==> config.mk <==
export PLATFORM = sky130hd
export DESIGN_NAME = fiber_rx_deframe_v1
export DESIGN_NICKNAME = d
export VERILOG_FILES = /design/src/rtl/fiber_frame_defs.sv /design/src/rtl/fiber_rx_pack128.sv /design/src/rtl/fiber_rx_deframe_v1.sv
export SDC_FILE = /design/constraint.sdc
export NUM_CORES = 1
export LEC_CHECK = 0
export CORE_ASPECT_RATIO = 0.6
export CORE_UTILIZATION = 35
export DETAILED_ROUTE_END_ITERATION = 7
export HOLD_SLACK_MARGIN = 0.03
export PLACE_DENSITY_LB_ADDON = 0.2
export SETUP_SLACK_MARGIN = 0.5
export SYNTH_ARGS = -nofsm -noshare
export SYNTH_HDL_FRONTEND = slang
export SYNTH_SLANG_ARGS = --single-unit
==> constraint.sdc <==
create_clock -name fiber_clk -period 4 [get_ports fiber_clk]
set_clock_uncertainty 0.1 [all_clocks]
set_input_delay 0.8 -clock fiber_clk [delete_from_list [all_inputs] [get_ports fiber_clk]]
set_output_delay 0.8 -clock fiber_clk [all_outputs]
set_load 0.005 [all_outputs]
==> src/rtl/fiber_frame_defs.sv <==
// Frame header layout shared by the DDC fiber framer and the RX deframer.
// Header bit positions use the stream's bit-0-is-MSB numbering.
package fiber_frame_defs;

  localparam logic [15:0] FRAME_SYNC_WORD = 16'hEB90;
  localparam int          FRAME_ADDR_W    = 14;
  localparam int          FRAME_MAX_LEN   = 32768;

  localparam int HDR_SYNC_MSB = 0;
  localparam int HDR_SYNC_LSB = 15;
  localparam int HDR_WC_MSB   = 16;
  localparam int HDR_WC_LSB   = 23;
  localparam int HDR_SEQ_MSB  = 32;
  localparam int HDR_SEQ_LSB  = 47;
  localparam int HDR_LEN_MSB  = 48;
  localparam int HDR_LEN_LSB  = 63;

  // err_code bit positions, reported as {keep,seq,len,sync}
  localparam int ERR_SYNC = 0;
  localparam int ERR_LEN  = 1;
  localparam int ERR_SEQ  = 2;
  localparam int ERR_KEEP = 3;

endpackage

==> src/rtl/fiber_rx_pack128.sv <==
// Packs 64-bit payload beats into 128-bit RAM words, high half first.
// A flush on a high-half beat writes that beat with a zero-filled low half.
module fiber_rx_pack128 #(
  parameter int ADDR_W = 14
) (
  input  logic              fiber_clk,
  input  logic              rst_n,
  input  logic              clear,
  input  logic              beat_valid,
  input  logic [63:0]       beat_data,
  input  logic              flush,
  output logic              ram_wr,
  output logic [ADDR_W-1:0] ram_addr,
  output logic [127:0]      ram_din
);

  logic              half_q;
  logic [63:0]       hi_q;
  logic [ADDR_W-1:0] next_addr_q;

  always_ff @(posedge fiber_clk or negedge rst_n) begin
    if (!rst_n) begin
      half_q      <= 1'b0;
      hi_q        <= '0;
      next_addr_q <= '0;
      ram_wr      <= 1'b0;
      ram_addr    <= '0;
      ram_din     <= '0;
    end else begin
      ram_wr <= 1'b0;
      if (clear) begin
        half_q      <= 1'b0;
        next_addr_q <= '0;
        ram_addr    <= '0;
      end else if (beat_valid) begin
        if (!half_q) begin
          hi_q <= beat_data;
          if (flush) begin
            ram_wr      <= 1'b1;
            ram_din     <= {beat_data, 64'h0};
            ram_addr    <= next_addr_q;
            next_addr_q <= next_addr_q + 1'b1;
          end else begin
            half_q <= 1'b1;
          end
        end else begin
          half_q      <= 1'b0;
          ram_wr      <= 1'b1;
          ram_din     <= {hi_q, beat_data};
          ram_addr    <= next_addr_q;
          next_addr_q <= next_addr_q + 1'b1;
        end
      end
    end
  end

endmodule

==> src/rtl/fiber_rx_deframe_v1.sv <==
// Aurora RX deframer: header validation, payload packing to RAM, per-frame status.
//   state      | meaning
//   ST_IDLE    | waiting for a header beat
//   ST_PAYLOAD | good header seen, writing payload beats
//   ST_DROP    | frame rejected, discarding beats until tlast
module fiber_rx_deframe_v1
  import fiber_frame_defs::*;
#(
  parameter logic [15:0] SYNC_WORD = FRAME_SYNC_WORD,
  parameter int          ADDR_W    = FRAME_ADDR_W,
  parameter int          MAX_LEN   = FRAME_MAX_LEN
) (
  input  logic              fiber_clk,
  input  logic              rst_n,
  input  logic              enable,
  input  logic [0:63]       rx_tdata_i,
  input  logic              rx_tvalid_i,
  input  logic [0:7]        rx_tkeep_i,
  input  logic              rx_tlast_i,
  output logic              ram_wr,
  output logic [ADDR_W-1:0] ram_addr,
  output logic [127:0]      ram_din,
  output logic [7:0]        wave_code,
  output logic [15:0]       frame_seq,
  output logic [15:0]       frame_len,
  output logic              frame_done,
  output logic              frame_err,
  output logic [3:0]        err_code,
  output logic [15:0]       good_cnt,
  output logic [15:0]       err_cnt
);

  localparam logic [1:0] ST_IDLE    = 2'd0;
  localparam logic [1:0] ST_PAYLOAD = 2'd1;
  localparam logic [1:0] ST_DROP    = 2'd2;

  logic [1:0]  state_q, state_d;
  logic [15:0] cnt_q, cnt_d;
  logic        seq_valid_q;
  logic        seq_err_q, seq_err_d;
  logic        keep_err_q, keep_err_d;

  logic [15:0] hdr_sync, hdr_seq, hdr_len;
  logic [7:0]  hdr_wc;
  logic        keep_bad, len_ok, seq_bad;

  logic        done_set, err_set, hdr_take;
  logic [3:0]  err_bits;
  logic        pk_clear, pk_valid, pk_flush;

  assign hdr_sync = rx_tdata_i[HDR_SYNC_MSB:HDR_SYNC_LSB];
  assign hdr_wc   = rx_tdata_i[HDR_WC_MSB:HDR_WC_LSB];
  assign hdr_seq  = rx_tdata_i[HDR_SEQ_MSB:HDR_SEQ_LSB];
  assign hdr_len  = rx_tdata_i[HDR_LEN_MSB:HDR_LEN_LSB];

  assign keep_bad = (rx_tkeep_i != 8'hFF);
  assign len_ok   = ({16'd0, hdr_len} <= MAX_LEN);
  // frame_seq holds the sequence number of the previous good header
  assign seq_bad  = seq_valid_q && (hdr_seq != frame_seq + 16'd1);

  always_comb begin
    state_d    = state_q;
    cnt_d      = cnt_q;
    seq_err_d  = seq_err_q;
    keep_err_d = keep_err_q;
    done_set   = 1'b0;
    err_set    = 1'b0;
    hdr_take   = 1'b0;
    err_bits   = 4'b0000;
    pk_clear   = 1'b0;
    pk_valid   = 1'b0;
    pk_flush   = 1'b0;

    if (!enable) begin
      state_d  = ST_IDLE;
      pk_clear = 1'b1;
    end else if (rx_tvalid_i) begin
      case (state_q)
        ST_IDLE: begin
          if (hdr_sync != SYNC_WORD || !len_ok) begin
            err_set            = 1'b1;
            err_bits[ERR_SYNC] = (hdr_sync != SYNC_WORD);
            err_bits[ERR_LEN]  = !len_ok;
            err_bits[ERR_KEEP] = keep_bad;
            state_d            = rx_tlast_i ? ST_IDLE : ST_DROP;
          end else begin
            hdr_take           = 1'b1;
            pk_clear           = 1'b1;
            cnt_d              = 16'd0;
            seq_err_d          = seq_bad;
            keep_err_d         = keep_bad;
            err_bits[ERR_SEQ]  = seq_bad;
            err_bits[ERR_KEEP] = keep_bad;
            if (rx_tlast_i) begin
              state_d = ST_IDLE;
              if (hdr_len == 16'd0 && !seq_bad && !keep_bad) begin
                done_set = 1'b1;
              end else begin
                err_set           = 1'b1;
                err_bits[ERR_LEN] = (hdr_len != 16'd0);
              end
            end else if (hdr_len == 16'd0) begin
              err_set           = 1'b1;
              err_bits[ERR_LEN] = 1'b1;
              state_d           = ST_DROP;
            end else begin
              state_d = ST_PAYLOAD;
            end
          end
        end
        ST_PAYLOAD: begin
          pk_valid           = 1'b1;
          cnt_d              = cnt_q + 16'd1;
          keep_err_d         = keep_err_q | keep_bad;
          err_bits[ERR_KEEP] = keep_bad;
          if (rx_tlast_i) begin
            pk_flush = 1'b1;
            state_d  = ST_IDLE;
            if (cnt_d == frame_len && !seq_err_q && !keep_err_d) begin
              done_set = 1'b1;
            end else begin
              err_set           = 1'b1;
              err_bits[ERR_LEN] = (cnt_d != frame_len);
            end
          end else if (cnt_d == frame_len) begin
            pk_flush          = 1'b1;
            err_set           = 1'b1;
            err_bits[ERR_LEN] = 1'b1;
            state_d           = ST_DROP;
          end
        end
        ST_DROP: begin
          if (rx_tlast_i) state_d = ST_IDLE;
        end
        default: state_d = ST_IDLE;
      endcase
    end
  end

  always_ff @(posedge fiber_clk or negedge rst_n) begin
    if (!rst_n) begin
      state_q     <= ST_IDLE;
      cnt_q       <= '0;
      seq_valid_q <= 1'b0;
      seq_err_q   <= 1'b0;
      keep_err_q  <= 1'b0;
      wave_code   <= '0;
      frame_seq   <= '0;
      frame_len   <= '0;
      frame_done  <= 1'b0;
      frame_err   <= 1'b0;
      err_code    <= '0;
      good_cnt    <= '0;
      err_cnt     <= '0;
    end else begin
      state_q    <= state_d;
      cnt_q      <= cnt_d;
      seq_err_q  <= seq_err_d;
      keep_err_q <= keep_err_d;
      frame_done <= done_set;
      frame_err  <= err_set;
      if (hdr_take) begin
        wave_code   <= hdr_wc;
        frame_seq   <= hdr_seq;
        frame_len   <= hdr_len;
        seq_valid_q <= 1'b1;
      end
      if (done_set) err_code <= 4'b0000;
      else          err_code <= err_code | err_bits;
      if (done_set) good_cnt <= good_cnt + 16'd1;
      if (err_set)  err_cnt  <= err_cnt + 16'd1;
    end
  end

  fiber_rx_pack128 #(.ADDR_W(ADDR_W)) u_pack (
    .fiber_clk  (fiber_clk),
    .rst_n      (rst_n),
    .clear      (pk_clear),
    .beat_valid (pk_valid),
    .beat_data  (rx_tdata_i),
    .flush      (pk_flush),
    .ram_wr     (ram_wr),
    .ram_addr   (ram_addr),
    .ram_din    (ram_din)
  );

endmodule

* Word level (Yosys, flattened, before mapping) *
Index checks and enable logic that the tools add are counted.

cells by class
  reduce and logical (&&, ||, !) cells = 25
  multiplexer cells = 76
  equality and inequality tests = 11
  order comparisons = 1
  bitwise gates (word level) = 5
  add/subtract/negate cells = 5

operator list
  cell                     count
  $mux W128                2
  $mux W14                 8
  $add A16 B1 Y16 const B  4
  $mux W1                  47
  $ne A16 B16 Y1           2
  $pmux W16 S2             1
  $mux W2                  9
  $eq A16 B16 Y1           1
  $le A16 B16 Y1 const B   1
  $logic_not A16 Y1        1
  $mux W16                 1
  $ne A16 B16 Y1 const B   1
  $reduce_bool A16 Y1      1
  $add A14 B1 Y14 const B  1
  $mux W4                  3
  $reduce_and A3 Y1        3
  $ne A8 B8 Y1 const B     1
  $pmux W1 S2              4
  $reduce_and A4 Y1        2
  $pmux W2 S3              1
  $reduce_bool A2 Y1       3
  $logic_and A1 B1 Y1      5
  $logic_not A1 Y1         5
  $ne A4 B4 Y1 const B     1
  other kinds (13)         15

word-level totals
  input bits = 77
  register bits = 321

* Logic depth before layout (Yosys ltp) *
Gate-level depths: netlist (run 1).

  depth after elaboration = 14
  mapped depth = 14
  depth with buffers taken out = 11

* Modules after synthesis *
From an unflattened synthesis (run 1), not the netlist that was laid out.

unflattened totals
  cells, all modules = 1283
  area total of the unflattened synthesis = 14600.3 um^2

modules (own cells, without submodules)
  module               cells each  seq. area each (um^2)  area an instance (um^2)  instances
  fiber_rx_pack128     699         5555.3                 8931.1                   1
  fiber_rx_deframe_v1  584         2477.4                 5669.2                   1

* Worst setup path before layout (run 1) *
No wires, ideal clock.

  path kind = register to register
  start = register cnt_q[0]
  end = register err_cnt[1]
  setup slack = 0.571 ns
  cell stages (with the launch flop) = 11
  buffers on the path = 1
  library setup time = 0.125 ns
  data required time = 3.775 ns
  arrival = 3.205 ns
  path through = dfrtp_1 ha_1 nor2b_1 or3_1 a31o_2 nor4_1 nand4_1 mux2i_1 a211oi_1 buf_2 mux2_2

between the ends
  longest elaborated chain between the ends = 9
  elaborated cells on any way between the ends = 10
  classes of those cells = add/sub (1); eq/ne (1); mux (6); reduce/logical (2)

ends and longest elaborated chain
  item                               RTL line                                                RTL
  from (decl)                        fiber_rx_deframe_v1.sv:38                               logic [15:0] cnt_q, cnt_d;
  from (signal assigned)             fiber_rx_deframe_v1.sv:157                              cnt_q <= cnt_d;
  $add A16 B1 Y16 *                  fiber_rx_deframe_v1.sv:113                              cnt_d = cnt_q + 16'd1;
  $eq A16 B16 Y1 *                   fiber_rx_deframe_v1.sv:119, fiber_rx_deframe_v1.sv:125
  $logic_and A1 B1 Y1 (2 in series)  fiber_rx_deframe_v1.sv:119                              if (cnt_d == frame_len && !seq_err_q && !keep_err_d) begin
  $mux W1                            fiber_rx_deframe_v1.sv:119
  $mux W1 *                          fiber_rx_deframe_v1.sv:116                              if (rx_tlast_i) begin
  $pmux W1 S2 *                      fiber_rx_deframe_v1.sv:78                               case (state_q)
  $mux W1 *                          fiber_rx_deframe_v1.sv:77                               end else if (rx_tvalid_i) begin
  $mux W1 *                          fiber_rx_deframe_v1.sv:74                               if (!enable) begin
  to (signal assigned)               fiber_rx_deframe_v1.sv:171                              if (err_set) err_cnt <= err_cnt + 16'd1;
  to (decl)                          fiber_rx_deframe_v1.sv:30                               output logic [15:0] err_cnt

Every way passes the cells marked *; elsewhere a longest branch is shown, timed or not.
A chain may end at the register's enable or synchronous reset.

* Worst setup path after layout (run 1) *
  start = register cnt_q[1]
  end = register good_cnt[14]

between the ends
  longest elaborated chain between the ends = 9

ends and longest elaborated chain
  item                               RTL line                    RTL
  $add A16 B1 Y16                    fiber_rx_deframe_v1.sv:113
  $eq A16 B16 Y1                     fiber_rx_deframe_v1.sv:119
  $logic_and A1 B1 Y1 (2 in series)  fiber_rx_deframe_v1.sv:119
  $mux W1                            fiber_rx_deframe_v1.sv:119
  $mux W1                            fiber_rx_deframe_v1.sv:116
  $pmux W1 S2                        fiber_rx_deframe_v1.sv:78
  $mux W1                            fiber_rx_deframe_v1.sv:77
  $mux W1                            fiber_rx_deframe_v1.sv:74
  to (signal assigned)               fiber_rx_deframe_v1.sv:170  if (done_set) good_cnt <= good_cnt + 16'd1;
  to (decl)                          fiber_rx_deframe_v1.sv:29   output logic [15:0] good_cnt,

No other way between the ends.

==> reports/results.tsv, run 1 <==
metric	value	unit
power.leakage	0.00869	uW
fin_crit_sh	83.3	%
cts.clk_slew.worst_paths	0.06	ns
grt_pass1_wl	68.2	mm
routed_wl	43.5	mm
initial_core_util	35.7	%
hpwl	30.0	mm
arrival	3.67	ns
slowest_delay	0.55	ns
htree_levels	2	
synth_edf_count	0	
via_per_inst	5.15	
cp.required	4.34	ns
drive_gt1_share	13.3	%
final.min_clock_period	3.33	ns
ant_nets	0	
synth_top_cell_area_share	55.2	%
grt_setup_unrepaired	false	
synth_common_cells	321 x dfrtp_1, 240 x nand2_1, 105 x o21ai_0	
crit_path_end_kind	flip-flop	
ys_async_sr_fraction	100	%
vias	11600	
gp_congestion	0.893	
design_area	19800	um^2
die-area	42400	um^2
drc	0	
drtIter0Drc	866	
status	completed	
synth_flop_cell	dfrtp_1	
synth_seq_cells	321	
grt_pass1_vias	11400	
cp_top_family	simple AND/OR/NAND/NOR gates	
synthCells	1363	
ys_top_cells_by_area	dfrtp_1 55%, nand2_1 6.2%, mux2_2 5.1%	
cts_inserted_buffers	35	
syn2layout_area_growth	35.8	%
num_io_pins	298	
clock_sinks	321	
antenna_found_initial	0	
grt_start_max_net_pins	99	
rows	57	
wl_per_cell	19.2	um
worst-path-max-fanout	9	
slew_headroom	20.3	%
cp_num_buf_inv	1	
hold_viol	0	
critPathKind	flip-flop to flip-flop	
power.total	7110	uW
antenna_cells	0	
clkLatencyLatePin	0.53	ns
netlist-cell-type-count	63	
cp-start-kind	flip-flop	
worst_pin_slew	1.19	ns
drv_slew	0	
place_area	18400	um^2
path_cells	ha_4, nand3_4, or4_1, and3_1, o31a_1, or4_4, o22a_1, a21o_4, buf_4, nor3_2, xor2_1	
ys_warn_count	0	
root_buffer	clkbuf_16	
synth_nets	1447	
synth_largest_area_cell	dfrtp_1	
avgSynthCellArea	10.7	um^2
grt_util_all_layers	20.6	%
synth.most_common_cell	dfrtp_1	
clock.fmax	300	MHz
dr.pass1.iters	5	
synth_area	14600	um^2
final_net_count	1764	
critical-path-slowest-cell	or4_4	
clk_path_buf_depth	3	
ir_drop	310	uV
hp-class	input pin to asynchronous set/reset pin	
finalSetupViolations	0	
fill_cells	3690	
fin_tns_setup	0	ns
ys_seq_area_share	55.2	%
overflow	0	
fin_util	48.5	%
cap_violations	0	
cts_tree	done	
die-height	160	um
fp.dieW	265	um
core	40700	um^2
portBuffers	297	
power_density	360	nW/um^2
-- cell type report --
type,instances,area (um^2),share of cell area [%]
tap,560,701,3.55
sequential,321,8050,40.7
inverter,24,93.8,0.475
timing repair buffer,360,3560,18.0
multi-input combinational,938,6220,31.5
clock buffer,45,985,4.98
clock inverter,14,150,0.760
-- through the flow --
step | hold slack [ns] | cells | setup WS, ns
3_5_place_dp | 0.362 | 2188 | -0.0557
4_1_cts | 0.0525 | 2249 | 0.499
3_3_place_gp | 0.361 | 2188 | -0.00206
6_report | 0.0562 | 2262 | 0.669
5_1_grt | 0.0630 | 2262 | 0.504
2_1_floorplan | 0.360 | 1363 | 0.571
-- what timing repair did --
action	in CTS	in global routing
buffers inserted	1	13
cloned	1	0
hold buffers	0	0
pin swaps	1	8
setup endpoints to repair	107	176
resized for setup	15	13
-- flip-flops by register name, indices dropped and copies added (netlist names), 8 cells and up --
register            flops
cnt_q                  16
err_cnt                16
frame_len              16
frame_seq              16
good_cnt               16
u_pack.hi_q            64
u_pack.next_addr_q     14
u_pack.ram_addr        14
u_pack.ram_din        128
wave_code               8
-- routing by layer --
metal	global-route usage, %	vias to the layer above	share of wire, %
met2	28.4	322	41
met3	5.55	63	7.2
met4	5.41	0	2.3
li1	-	5463	-
met1	31.3	5792	49
met5	0	-	0
-- worst reg2reg max path: stages (launching register included) --
cell	delay [ns]
dfrtp_2	0.40
ha_4	0.18
nand3_4	0.12
or4_1	0.47
and3_1	0.19
o31a_1	0.28
or4_4	0.55
o22a_1	0.19
a21o_4	0.25
buf_4	0.17
nor3_2	0.20
xor2_1	0.16
-- worst paths after layout --
check	from	endpoint	slack, ns	cells past startpoint
worst max register to register	cnt_q[1]	good_cnt[14]	0.67	11
min in group fiber_clk	good_cnt[15]	good_cnt[15]	0.37	1
worst max-delay path	cnt_q[1]	good_cnt[14]	0.67	11
max in group asynchronous	rst_n	u_pack.hi_q[55]	2.86	2
worst min register to register	good_cnt[15]	good_cnt[15]	0.37	1
worst min-delay path	rst_n	keep_err_q	0.06	1
-- report_power, final --
| part | leakage (uW) | switching, uW | internal [uW] | total (uW) |
|---|---|---|---|---|
| Combinational | 0.00373 | 238 | 237 | 475 |
| Clock | 0.000558 | 1370 | 1880 | 3250 |
| Sequential | 0.00441 | 70.7 | 3310 | 3380 |
| Total | 0.00869 | 1680 | 5430 | 7110 |
-- logic make-up after synthesis --
logic type                 Yosys count  synth area share (%)
buffers and inverters              105                  3.05
AOI/OAI and AO/OA                  245                  11.2
DFF                                321                  55.2
and+or+nand+nor                    472                  15.4
xor gates and xnor gates            79                  4.76
adders and majority gates            7                 0.602
muxes                              134                  9.79
-- placed cells by master (no fill, tap or decap), types with 8 or more instances in the layout --
master             n
dfrtp_1          311
clkdlybuf4s50_1  296
nand2_1          239
o21ai_0          105
mux2i_1           68
mux2_2            66
a22o_1            65
buf_4             54
nor2_1            51
nand3_1           40
xnor2_1           40
xor2_1            38
clkbuf_16         36
nand4_1           28
inv_1             23
nor3_1            22
and3_1            16
a21oi_1           16
nor4_1            13
o31ai_1           11
dfrtp_2            9
buf_12             9
nor4_2             8
Power figures use the tool's default switching activity.
==> run 2: changes to the inputs <==
clock period = 3.2 ns   (was 4 ns; I/O delays follow)
==> reports/results.tsv, run 2 (same netlist as run 1, synthesis figures left out) <==
metric	value	unit
largest_reg_flops	128	
syn2layout_area_growth	45.4	%
cp.required	3.58	ns
htree_levels	1	
rows	57	
wl_per_cell	19.3	um
die-area	42400	um^2
final.min_clock_period	3.28	ns
power_density	411	nW/um^2
hold_viol	0	
ir_drop	356	uV
hpwl	32.1	mm
root_buffer	clkbuf_16	
power.leakage	0.00965	uW
critPathKind	flip-flop to flip-flop	
arrival	3.65	ns
path_cells	ha_4, nor2b_4, or3_1, a31o_2, or3b_1, or4_4, o22a_1, a21o_2, buf_4, mux2_2	
regMostFlops	u_pack.ram_din	
grt_pass1_wl	71.9	mm
cts_inserted_buffers	31	
status	finished with violations	
final_net_count	1883	
cp_top_family	simple AND/OR/NAND/NOR gates	
die-height	160	um
cp_num_buf_inv	1	
finalSetupViolations	9	
cts_tree	done	
grt_pass1_vias	12200	
drtIter0Drc	805	
worst_pin_slew	0.762	ns
critical-path-slowest-cell	or4_4	
num_io_pins	298	
grt_start_max_net_pins	65	
fin_tns_setup	-0.343	ns
final_common_cell	dfrtp_1	
cts.clk_slew.worst_paths	0.06	ns
fin_crit_sh	102	%
fp.dieW	265	um
power.total	8690	uW
clock.fmax	305	MHz
worst-path-max-fanout	5	
gp_congestion	0.900	
antenna_found_initial	0	
cp-start-kind	flip-flop	
grt_setup_unrepaired	true	
antenna_cells	0	
drc	0	
place_ws	-0.549	ns
cap_violations	0	
vias	12100	
routed_wl	45.9	mm
reg.largest.list	u_pack.ram_din (128), u_pack.hi_q (64)	
initial_core_util	35.7	%
drive_gt1_share	20.9	%
grt_util_all_layers	21.7	%
clk_path_buf_depth	3	
clkLatencyLatePin	0.59	ns
portBuffers	297	
slew_headroom	49.0	%
ant_nets	0	
r2r_setup_slack	-0.08	ns
violations	negative setup slack	
clock_sinks	321	
core	40700	um^2
via_per_inst	5.09	
dr.pass1.iters	5	
crit_path_end_kind	flip-flop	
slowest_delay	0.45	ns
final_cell_mix	314 x dfrtp_1, 296 x clkdlybuf4s50_1, 239 x nand2_1	
fin_util	51.9	%
hp-class	flip-flop to flip-flop	
drv_slew	0	
overflow	0	
setup_ws	-0.0776	ns
run 2: cell count changes in the layout (fill, tap and decap cells not counted), sizes merged:
cell	previous run	this run
bufbuf	0	1
a21o	5	6
bufinv	2	3
clkbuf	45	41
dlygate4sd3	0	1
buf	64	184
clkinvlp	3	1
inv	25	26
run 2: power breakdown:
group          internal (uW)  switching, uW  leakage (uW)
logic                    352            333       0.00472
clock network           2140           1640      0.000512
registers               4140           81.5       0.00441
run 2: layout make-up:
| class | count | area [um^2] |
|---|---|---|
| clock buffer | 41 | 863 |
| clock inverter | 14 | 166 |
| fill | 3565 | 19600 |
| inverter | 24 | 90.1 |
| multi-input combinational | 939 | 6620 |
| sequential | 321 | 8040 |
| tap | 560 | 701 |
| timing repair buffer | 482 | 4670 |
run 2: stage by stage:
stage               cells  instance area [um^2]  hold WS [ns]
CTS                  2377                 20900         0.368
global placement     2305                 19400         0.363
floorplan            1363                 14700         0.244
finish               2381                 21200         0.367
detailed placement   2305                 19400         0.360
global route         2381                 21200         0.384
run 2: what timing repair did:
action | in CTS | in global routing
setup endpoints to repair | 197 | 203
gates resized for setup | 47 | 61
buffers inserted | 12 | 4
hold endpoints to repair | 59 | 0
cloned | 4 | 0
hold buffers | 1 | 0
pin swaps | 18 | 29
run 2: final timing paths:
kind	cells past startpoint	endpoint	startpoint
max in group asynchronous	4	u_pack.ram_din[106]	rst_n
min in group asynchronous	2	cnt_q[3]	rst_n
worst max-delay path	10	good_cnt[1]	cnt_q[0]
worst min register to register	1	good_cnt[15]	good_cnt[15]
worst max register to register	10	good_cnt[1]	cnt_q[0]
worst min-delay path	1	good_cnt[15]	good_cnt[15]
run 2: layer usage:
metal	up-vias	global-route usage, %	wire length (um)
li1	5692	-	-
met1	6027	32.9	22500
met2	328	30.7	19300
met3	61	5.40	3030
met4	0	4.99	1040
met5	-	0	0
